### src/rtl/obi_rr_arbiter.sv
// obi_rr_arbiter: N-to-1 OBI arbiter that shares one subordinate port
// among NumReq managers.
//
// Address phase: the arbiter picks one requester (round-robin, or fixed
// priority when OBI_RR_ARBITER_FIXED_PRIO_EN is defined) and forwards its
// request with no added latency. If the subordinate stalls, the pick is
// locked so that the address-phase fields stay stable until the grant.
// Response phase: each accepted transaction pushes the issuing requester's
// index into an in-order ID FIFO. Every mgr_rvalid_i pops the head and
// raises sbr_rvalid_o for that requester.
//
// Handshake semantics (OBI): an address-phase transfer happens in a cycle
// where req and gnt are both high. Once req is high it must be held, with
// the fields stable, until gnt. A response is a single-cycle rvalid pulse
// and is never back-pressured.
//
// Optional build macro:
//   OBI_RR_ARBITER_FIXED_PRIO_EN - lowest index wins; no rr pointer.
//
// Ports:
//   clk_i, rst_ni              clock, asynchronous active-low reset
//   sbr_req_i/gnt_o            per-requester request / grant
//   sbr_addr_i/we_i/be_i/wdata_i  packed per-requester fields (slice i)
//   sbr_rvalid_o               per-requester response valid
//   sbr_rdata_o, sbr_err_o     broadcast response data / error
//   mgr_req_o/gnt_i            request / grant to the shared subordinate
//   mgr_addr_o/we_o/be_o/wdata_o  muxed address-phase fields
//   mgr_rvalid_i/rdata_i/err_i response from the subordinate
module obi_rr_arbiter #(
    parameter int unsigned NumReq    = 2,
    parameter int unsigned AddrWidth = 32,
    parameter int unsigned DataWidth = 32,
    parameter int unsigned MaxTrans  = 2
) (
    input  logic                            clk_i,
    input  logic                            rst_ni,
    input  logic [NumReq-1:0]               sbr_req_i,
    output logic [NumReq-1:0]               sbr_gnt_o,
    input  logic [NumReq*AddrWidth-1:0]     sbr_addr_i,
    input  logic [NumReq-1:0]               sbr_we_i,
    input  logic [NumReq*DataWidth/8-1:0]   sbr_be_i,
    input  logic [NumReq*DataWidth-1:0]     sbr_wdata_i,
    output logic [NumReq-1:0]               sbr_rvalid_o,
    output logic [DataWidth-1:0]            sbr_rdata_o,
    output logic                            sbr_err_o,
    output logic                            mgr_req_o,
    input  logic                            mgr_gnt_i,
    output logic [AddrWidth-1:0]            mgr_addr_o,
    output logic                            mgr_we_o,
    output logic [DataWidth/8-1:0]          mgr_be_o,
    output logic [DataWidth-1:0]            mgr_wdata_o,
    input  logic                            mgr_rvalid_i,
    input  logic [DataWidth-1:0]            mgr_rdata_i,
    input  logic                            mgr_err_i
);

    localparam int unsigned BeWidth  = DataWidth / 8;
    localparam int unsigned IdxWidth = $clog2(NumReq);
    localparam int unsigned PtrWidth = (MaxTrans > 1) ? $clog2(MaxTrans) : 1;
    localparam int unsigned CntWidth = $clog2(MaxTrans + 1);

    typedef enum logic {
        UNLOCKED = 1'b0,
        LOCKED   = 1'b1
    } lock_state_e;

    lock_state_e         lock_state;
    logic [IdxWidth-1:0] lock_idx;
    logic [IdxWidth-1:0] arb_idx;
    logic [IdxWidth-1:0] sel;
    logic                sel_req;
    logic                handshake;
    logic                fifo_full;
    logic                pop;

    logic [IdxWidth-1:0] id_fifo [MaxTrans];
    logic [PtrWidth-1:0] wr_ptr;
    logic [PtrWidth-1:0] rd_ptr;
    logic [CntWidth-1:0] count;
    logic [IdxWidth-1:0] head_id;

    // ---------------------------------------------------------------
    // Arbitration
    // ---------------------------------------------------------------
`ifdef OBI_RR_ARBITER_FIXED_PRIO_EN
    // Scan downwards so the lowest requesting index is the last write.
    always_comb begin
        arb_idx = '0;
        for (int i = NumReq - 1; i >= 0; i--) begin
            if (sbr_req_i[i]) arb_idx = IdxWidth'(i);
        end
    end
`else
    logic [IdxWidth-1:0] rr_ptr;
    logic [IdxWidth-1:0] cand_idx;
    logic                found;

    // Circular search starting at rr_ptr; first requester found wins.
    always_comb begin
        arb_idx  = rr_ptr;
        cand_idx = '0;
        found    = 1'b0;
        for (int unsigned k = 0; k < NumReq; k++) begin
            cand_idx = IdxWidth'((int'(rr_ptr) + k) % NumReq);
            if (!found && sbr_req_i[cand_idx]) begin
                arb_idx = cand_idx;
                found   = 1'b1;
            end
        end
    end

    always_ff @(posedge clk_i or negedge rst_ni) begin
        if (!rst_ni) begin
            rr_ptr <= '0;
        end else if (handshake) begin
            rr_ptr <= (sel == IdxWidth'(NumReq - 1)) ? '0 : sel + 1'b1;
        end
    end
`endif

    assign sel       = (lock_state == LOCKED) ? lock_idx : arb_idx;
    assign fifo_full = (count == CntWidth'(MaxTrans));
    // Outputs are held at 0 while reset is asserted, even with requests present.
    assign sel_req   = rst_ni & sbr_req_i[sel];
    assign mgr_req_o = sel_req & ~fifo_full;
    assign handshake = mgr_req_o & mgr_gnt_i;

    assign mgr_addr_o  = sel_req ? sbr_addr_i[sel*AddrWidth +: AddrWidth] : '0;
    assign mgr_we_o    = sel_req ? sbr_we_i[sel] : 1'b0;
    assign mgr_be_o    = sel_req ? sbr_be_i[sel*BeWidth +: BeWidth] : '0;
    assign mgr_wdata_o = sel_req ? sbr_wdata_i[sel*DataWidth +: DataWidth] : '0;

    always_comb begin
        sbr_gnt_o      = '0;
        sbr_gnt_o[sel] = handshake;
    end

    // ---------------------------------------------------------------
    // Lock FSM: keeps the selection stable from req to gnt. Full FIFO
    // drops mgr_req_o but leaves the lock in place.
    // ---------------------------------------------------------------
    always_ff @(posedge clk_i or negedge rst_ni) begin
        if (!rst_ni) begin
            lock_state <= UNLOCKED;
            lock_idx   <= '0;
        end else begin
            case (lock_state)
                UNLOCKED: begin
                    if (mgr_req_o && !mgr_gnt_i) begin
                        lock_state <= LOCKED;
                        lock_idx   <= sel;
                    end
                end
                LOCKED: begin
                    if (handshake || !sbr_req_i[lock_idx]) lock_state <= UNLOCKED;
                end
                default: lock_state <= UNLOCKED;
            endcase
        end
    end

    // ---------------------------------------------------------------
    // In-order ID FIFO
    // ---------------------------------------------------------------
    function automatic logic [PtrWidth-1:0] ptr_inc(input logic [PtrWidth-1:0] p);
        return (p == PtrWidth'(MaxTrans - 1)) ? '0 : p + 1'b1;
    endfunction

    // Responses with nothing outstanding are dropped.
    assign pop     = mgr_rvalid_i & (count != '0);
    assign head_id = id_fifo[rd_ptr];

    always_ff @(posedge clk_i or negedge rst_ni) begin
        if (!rst_ni) begin
            wr_ptr <= '0;
            rd_ptr <= '0;
            count  <= '0;
            for (int i = 0; i < MaxTrans; i++) id_fifo[i] <= '0;
        end else begin
            if (handshake) begin
                id_fifo[wr_ptr] <= sel;
                wr_ptr          <= ptr_inc(wr_ptr);
            end
            if (pop) rd_ptr <= ptr_inc(rd_ptr);
            case ({handshake, pop})
                2'b10:   count <= count + 1'b1;
                2'b01:   count <= count - 1'b1;
                default: count <= count;
            endcase
        end
    end

    always_comb begin
        sbr_rvalid_o          = '0;
        sbr_rvalid_o[head_id] = pop;
    end

    assign sbr_err_o   = pop & mgr_err_i;
    assign sbr_rdata_o = mgr_rdata_i;

`ifndef SYNTHESIS
    a_locked_req_held: assert property (@(posedge clk_i) disable iff (!rst_ni)
        (lock_state == LOCKED) |-> sbr_req_i[lock_idx])
        else $warning("obi_rr_arbiter: locked requester dropped its request");
    a_rvalid_outstanding: assert property (@(posedge clk_i) disable iff (!rst_ni)
        mgr_rvalid_i |-> (count != '0))
        else $warning("obi_rr_arbiter: response with no outstanding transaction");
`endif

endmodule

### config.mk
export PLATFORM = sky130hd
export DESIGN_NAME = obi_rr_arbiter
export DESIGN_NICKNAME = d
export VERILOG_FILES = /design/src/rtl/obi_rr_arbiter.sv
export SDC_FILE = /design/constraint.sdc
export NUM_CORES = 1
export LEC_CHECK = 0
export ABC_AREA = 1
export CAP_MARGIN = 20
export CORE_AREA = 3 3 108 110
export CTS_CLUSTER_DIAMETER = 120
export CTS_CLUSTER_SIZE = 14
export DETAILED_ROUTE_END_ITERATION = 7
export DIE_AREA = 0 0 111 113
export PLACE_DENSITY = 0.62
export SYNTH_ARGS = -nofsm -noshare
export SYNTH_HDL_FRONTEND = slang
export SYNTH_SLANG_ARGS = --single-unit
### constraint.sdc
create_clock -name clk_i -period 1.7 [get_ports clk_i]
set_input_delay 0.34 -clock clk_i [delete_from_list [all_inputs] [get_ports clk_i]]
set_output_delay 0.34 -clock clk_i [all_outputs]
set_load 0.01 [all_outputs]
==> metrics.cfg, run 1 <==
[cts]
cts_tree=done
tritoncts.num_buffers=3
cts-root-buf=clkbuf_8
cts_buffer_depth=2
clkLatencyLatePin_ps=240
clk_pin_slew_ps=50
htree_levels=1
cts.sinks=9

[global_routing]
grt_pass1_wl_mm=16.2
grt_pass1_vias=3135
grt_max_degree=31
overflow=0
grt_use_total_pct=15.8
antenna_found_initial=0

[synthesis]
yosysWarningCount=0
synth-simple-area-share_pct=39.9
yosys.area.top_type=nand2_1
yosysMostFrequentCell=nand2_1
synth_top_area_share_pct=31.8
async_reset_ff_share_pct=100
syn_nets=506
synth.mux.area_fraction_pct=0
ys.flop_type=dfrtp_1
synth_xor_area_share_pct=1.47
synth-seq-cells=9
synth_top_family_by_area=simple AND/OR/NAND/NOR gates
yosys-top-cells-area=nand2_1 32%, a21oi_1 17%, buf_4 14%
yosysSeqAreaShare_pct=12.6
netlist_top_cells_count=152 x nand2_1, 60 x a21oi_1, 33 x buf_4
synth_fa_ha_area_share_pct=0.698
synth-edff-count=0
synth_cells=328
yosys.cell_types.count=24
synth_compound_area_share_pct=23.0
synth_area_mm2=0.00179
syn_area_per_cell_um2=5.46

[cells_and_area]
diodes=0
drive_above_1_share_pct=38.4
num-nets-final=721
nFillCells=1114
area_growth_pct=151

[min_path]
hold_path.class=primary input to asynchronous set/reset pin

[die]
initial_utilization_pct=16.6
rows=38
fp.dieW_um=111
core-area_mm2=0.0108
dieArea_mm2=0.0125
ios=284
die_h_um=113

[detailed_routing]
drc_errors=0
routed_wl_mm=10.8
via_per_inst=4.38
wire_per_inst_um=15.8
postRouteAntennaNets=0
drt-pass1-iter-count=4
num_vias=2984
drtIter0Drc=116

[timing]
fmax_mhz=476
worst_pin_slew_ps=346
fin_crit_sh_pct=124
holdWs_ps=508
setup_slack_ps=-400
min_period_ps=2100
rsz0062_at_grt=yes
setup_viol=80
max_slew_margin_pct=76.9
final-hold-violation-count=0
slew_violations=0
final.setup_skew_ps=0.527

[run]
cap_violations=0

[worst_setup_path]
start_kind=register
cp_max_fo=12
reg2reg_depth=14
worst_r2r_endpoint=count[1]$_DFFE_PN0P_
endpoint_kind=output port
regToRegStartpoint=rr_ptr$_DFFE_PN0N_
critPathKind=register to output port
regToRegSetupSlack_ps=-350
worstPathRequired_ps=1360
cp_data_arrival_time_ps=1760

[outcome]
outcome=finished with violations
violations=negative setup slack

[power_and_ir_drop]
power.density_mw_per_mm2=1120
leakagePower_nw=2.05
total_power_mw=5.07
max-vdd-ir-drop_mv=0.425

[placed_design]
port_buffers=219
post-dp-hpwl_mm=7.74
place.gp.congestion=0.896

layer usage:
layer	track usage, %	part of all wire [%]	up-vias
met5	0	0	-
met3	4.87	9.5	25
li1	-	-	1440
met4	5.42	3.0	0
met2	30.3	52	174
met1	16.2	36	1345
final cells by class:
cell class	count	area (µm²)	area share (%)
inverters	11	46.3	1.03
multi-input cells	254	1500	33.3
well taps	140	175	3.89
clock buffers	4	45.0	1.00
flip-flops and latches	9	225	5.00
repair buffers	264	2510	55.7
worst max-delay path: stages, from the launching register on:
cell and delay [ps]:
dfrtp_1 380, nor2_1 90, nor2_1 60, nand2_2 90
nand2_4 80, nand2_4 70, nand3_4 150, buf_12 190
buf_16 150, a21oi_2 110, buf_2 140
timing repair:
| item | in CTS | in global routing |
|---|---|---|
| endpoints found under the hold margin | 0 | 0 |
| hold buffers | 0 | 0 |
| buffers inserted | 10 | 7 |
| pin swaps | 10 | 6 |
| gates cloned | 5 | 3 |
| setup endpoints to repair | 83 | 82 |
| gates resized for setup | 377 | 36 |
report_power, final:
| group | leakage [nW] | switching (mW) | internal, mW |
|---|---|---|---|
| combinational | 1.91 | 2.24 | 2.15 |
| sequential | 0.111 | 0.0858 | 0.321 |
| clock | 0.0228 | 0.0968 | 0.165 |
| total | 2.05 | 2.43 | 2.64 |
layout by cell type (no fill, tap or decap), drive strengths merged:
cell type / count
nand2: 155
clkdlybuf4s50: 142
buf: 115
a21oi: 70
inv: 11
nor2: 10
dfrtp: 9
clkbuf: 7
o21ai: 5
nand3: 5
nand4: 3
xor2: 2
dlygate4sd2: 2
or2: 1
nor3: 1
xnor2: 1
ha: 1
bufbuf: 1
clkdlybuf4s15: 1
worst max-delay path by stage:
stage	end	start	depth (start not counted)	slack, ps
after floorplan	count[1]$_DFFE_PN0P_	rr_ptr$_DFFE_PN0N_	12	-70
after global routing	mgr_wdata_o[12]	rr_ptr$_DFFE_PN0N_	10	-500
after detailed placement	mgr_wdata_o[4]	sbr_req_i[1]	10	-1020
final	mgr_wdata_o[12]	rr_ptr$_DFFE_PN0N_	10	-400
after global placement	mgr_wdata_o[4]	sbr_req_i[1]	10	-1020
after CTS	mgr_addr_o[4]	rr_ptr$_DFFE_PN0N_	10	-460
flip-flops by register name, indices dropped and copies added (netlist names):
| register | cells |
|---|---|
| count | 2 |
| id_fifo | 2 |
| lock_idx | 1 |
| lock_state | 1 |
| rd_ptr | 1 |
| rr_ptr | 1 |
| wr_ptr | 1 |
stage by stage:
| stage | setup TNS [ps] | util [%] | cell area, µm² | setup slack [ps] | std cells |
|---|---|---|---|---|---|
| 2_1_floorplan | -65.7 | - | 1810 | -65.7 | 328 |
| 3_3_place_gp | -72110 | 37.6 | 4060 | -1020 | 657 |
| 3_5_place_dp | -72900 | 37.6 | 4060 | -1020 | 657 |
| 4_1_cts | -30910 | 39.6 | 4270 | -463 | 675 |
| 5_1_grt | -33560 | 41.7 | 4500 | -498 | 682 |
| 6_report | -25710 | 41.7 | 4500 | -400 | 682 |
logic make-up after synthesis:
kind of cell,count (synthesis)
buffers and inverters,65
adders and majority gates,1
DFF,9
AOI/OAI and AO/OA,75
and+or+nand+nor,175
xor gates and xnor gates,3
No activity file was read; power rests on OpenSTA's default activity.
==> run 2: changes to the inputs <==
CAP_MARGIN = 25   (was 20)
==> results of run 2 <==
No change in the layout: final DEF, timing and power equal those of run 1.
==> run 3: changes to the inputs <==
clock period = 1.93 ns   (was 1.7 ns; I/O delays follow)
==> run 3 against run 2 <==
The run still ends with negative setup slack left; hold slack lost 45 ps; cell area shrank 3.8%; power is 19% lower; utilization decreased by 1.6 points; worst setup slack improved by 130 ps; clock-buffer cell count is the same; combinational power fell by 20%; clock power is 13% lower; wire length fell by 2.7%; clock skew increased by 1.0 ps; global-route usage fell by 1.1 points; non-clock buffer count is 7 lower.
==> metrics.cfg, run 3 (synthesis results as in run 1) <==
[outcome]
outcome=finished with violations
violations=negative setup slack

[timing]
max_slew_margin_pct=71.2  ; -5.7 points
setup_viol=74  ; -7.5%
slew_violations=0  ; unchanged
setup_slack_ps=-272  ; +129 ps
fin_crit_sh_pct=114
worst_pin_slew_ps=431  ; +84.9 ps
final.setup_skew_ps=1.55  ; +1.02 ps
final-hold-violation-count=0  ; unchanged
fmax_mhz=454
rsz0062_at_grt=yes
min_period_ps=2200

[global_routing]
grt_pass1_wl_mm=15.2  ; -5.9%
overflow=0  ; unchanged
antenna_found_initial=0  ; unchanged
grt_use_total_pct=14.7  ; -1.1 points
grt_max_degree=45  ; +45%
grt_pass1_vias=3029  ; -3.4%

[cells_and_area]
drive_above_1_share_pct=35.1  ; -3.2 points
num-nets-final=714  ; -0.97%
layout_common_cells=151 x nand2_1, 142 x clkdlybuf4s50_1, 61 x buf_2
nFillCells=1128  ; +1.3%
area_growth_pct=142
fin_area_mm2=0.00433  ; -3.8%
diodes=0  ; unchanged
mostFrequentLayoutCell=nand2_1
final_util_pct=40.2  ; -1.6 points
final_cells=675  ; -1.0%
top_regs=count: 2 flops, id_fifo: 2 flops

[worst_setup_path]
slowest_stage=dfrtp_1
start_kind=register
reg2reg_depth=14  ; unchanged
cp_max_fo=8  ; -4
slowest_delay_ps=390  ; about the same
critPathKind=register to output port
worst_path_most_repeated_cell=buf_12
regToRegStartpoint=rr_ptr$_DFFE_PN0N_
worst_r2r_endpoint=count[1]$_DFFE_PN0P_
regToRegSetupSlack_ps=-100  ; +250 ps
path_cells=nor2_1, nor2_1, nand2_2, nand2_4, nand2_4, nand3_4, buf_12, buf_12, buf_12, a21oi_2, buf_4
cp_data_arrival_time_ps=1820  ; +60 ps
crit_start=rr_ptr$_DFFE_PN0N_
endpoint_kind=output port
worstPathRequired_ps=1540  ; +180 ps
endpoint=mgr_wdata_o[24]

[placed_design]
dpl_cell_area_mm2=0.00400  ; -1.5%
dp_cells=651  ; -0.91%
post-dp-hpwl_mm=7.60  ; -1.8%
place.gp.congestion=0.859  ; -4.1%
port_buffers=219  ; unchanged

[detailed_routing]
wire_per_inst_um=15.5  ; -1.7%
drtIter0Drc=124  ; +6.9%
num_vias=2959  ; -0.84%
drt-pass1-iter-count=4  ; unchanged
via_per_inst=4.38  ; +0.19%
routed_wl_mm=10.5  ; -2.7%
drc_errors=0  ; unchanged
postRouteAntennaNets=0  ; unchanged

[cts]
clk_pin_slew_ps=50  ; about the same
htree_levels=1  ; unchanged
cts_tree=done
tritoncts.num_buffers=3  ; unchanged
cts.sinks=9  ; unchanged
cts_buffer_depth=2  ; unchanged
ctsHoldBuffers=0  ; unchanged
cts-root-buf=clkbuf_8
clkLatencyLatePin_ps=240  ; about the same

[run]
cap_violations=0  ; unchanged

[power_and_ir_drop]
net-switching-power_mw=2.07  ; -15%
combinationalPowerShare_pct=85.8  ; -1.0 points
power.density_mw_per_mm2=952  ; -15%
switching_share_pct=50.1  ; +2.1 points
max-vdd-ir-drop_mv=0.452  ; +6.4%
leakagePower_nw=1.97  ; -4.0%
p_seq_share_pct=8.7  ; +0.7 points
internal_power_mw=2.06  ; -22%
total_power_mw=4.13  ; -19%
p_clk_share_pct=5.5  ; +0.3 points

[die]
fp.dieW_um=111  ; unchanged
die_h_um=113  ; unchanged
ios=284  ; unchanged
dieArea_mm2=0.0125  ; unchanged
rows=38  ; unchanged
core-area_mm2=0.0108  ; unchanged
initial_utilization_pct=16.6  ; unchanged

[min_path]
hold_path.class=register to register

run 3: cell types whose count changed in the layout (fill, tap and decap cells not counted), moves of 3 or more:
cell,previous run,this run
buf_16,5,2
buf_2,66,61
nand2_1,145,151
nand2_2,7,1
o21ai_2,3,0
run 3: what timing repair did:
| action | in CTS | in global routing |
|---|---|---|
| pin swaps | 2 | 6 |
| gates cloned | 3 | 2 |
| buffers inserted | 15 | 3 |
| setup endpoints to repair | 78 | 75 |
| resized for setup | 339 | 51 |
run 3: per-layer routing:
metal	routed length (µm)	share of wire [%]	vias up	GRT usage [%]
li1	-	-	1424	-
met1	3900	37	1323	15.9
met2	5350	51	196	27.6
met3	1010	9.6	16	4.44
met4	213	2.0	0	4.35
met5	0	0	-	0.392
run 3: worst max-delay path, delay by kind of cell (launching register included):
kind	cells	cell delay (ps)
buf+inv	4	570
simple gates	6	520
flops	1	390
compound gates	1	100
run 3: worst min-delay path by stage:
stage | start | to | slack, ps | depth (start not counted)
after floorplan | rst_ni | count[0]$_DFFE_PN0P_ | 90 | 0
after global placement | id_fifo[0]$_DFFE_PN0P_ | id_fifo[0]$_DFFE_PN0P_ | 450 | 2
after detailed placement | id_fifo[0]$_DFFE_PN0P_ | id_fifo[0]$_DFFE_PN0P_ | 450 | 2
after CTS | id_fifo[0]$_DFFE_PN0P_ | id_fifo[0]$_DFFE_PN0P_ | 470 | 2
after global routing | id_fifo[0]$_DFFE_PN0P_ | id_fifo[0]$_DFFE_PN0P_ | 480 | 2
final | id_fifo[0]$_DFFE_PN0P_ | id_fifo[0]$_DFFE_PN0P_ | 460 | 2
run 3: final cells by class:
class / instances / area, µm² / area share, %
clock buffers: 4 / 45.0 / 1.04
well taps: 140 / 175 / 4.04
repair buffers: 257 / 2370 / 54.8
flip-flops and latches: 9 / 225 / 5.20
inverters: 11 / 43.8 / 1.01
multi-input cells: 254 / 1470 / 33.9
run 3: power by group through the flow:
stage / sequential [mW] / clock (mW) / combinational (mW)
6_report: 0.357 / 0.227 / 3.54
5_1_grt: 0.369 / 0.247 / 3.85
4_1_cts: 0.357 / 0.229 / 3.23
3_5_place_dp: 0.353 / 0 / 2.95
3_3_place_gp: 0.347 / 0 / 2.89
2_1_floorplan: 0.334 / 0 / 1.55
run 3: stage by stage:
| step | TNS, ps | setup slack, ps | hold slack, ps |
|---|---|---|---|
| 2_1_floorplan | 0 | 61.4 | 90.4 |
| 3_3_place_gp | -57570 | -848 | 455 |
| 3_5_place_dp | -60890 | -893 | 455 |
| 4_1_cts | -16010 | -294 | 466 |
| 5_1_grt | -18960 | -337 | 480 |
| 6_report | -13400 | -272 | 463 |
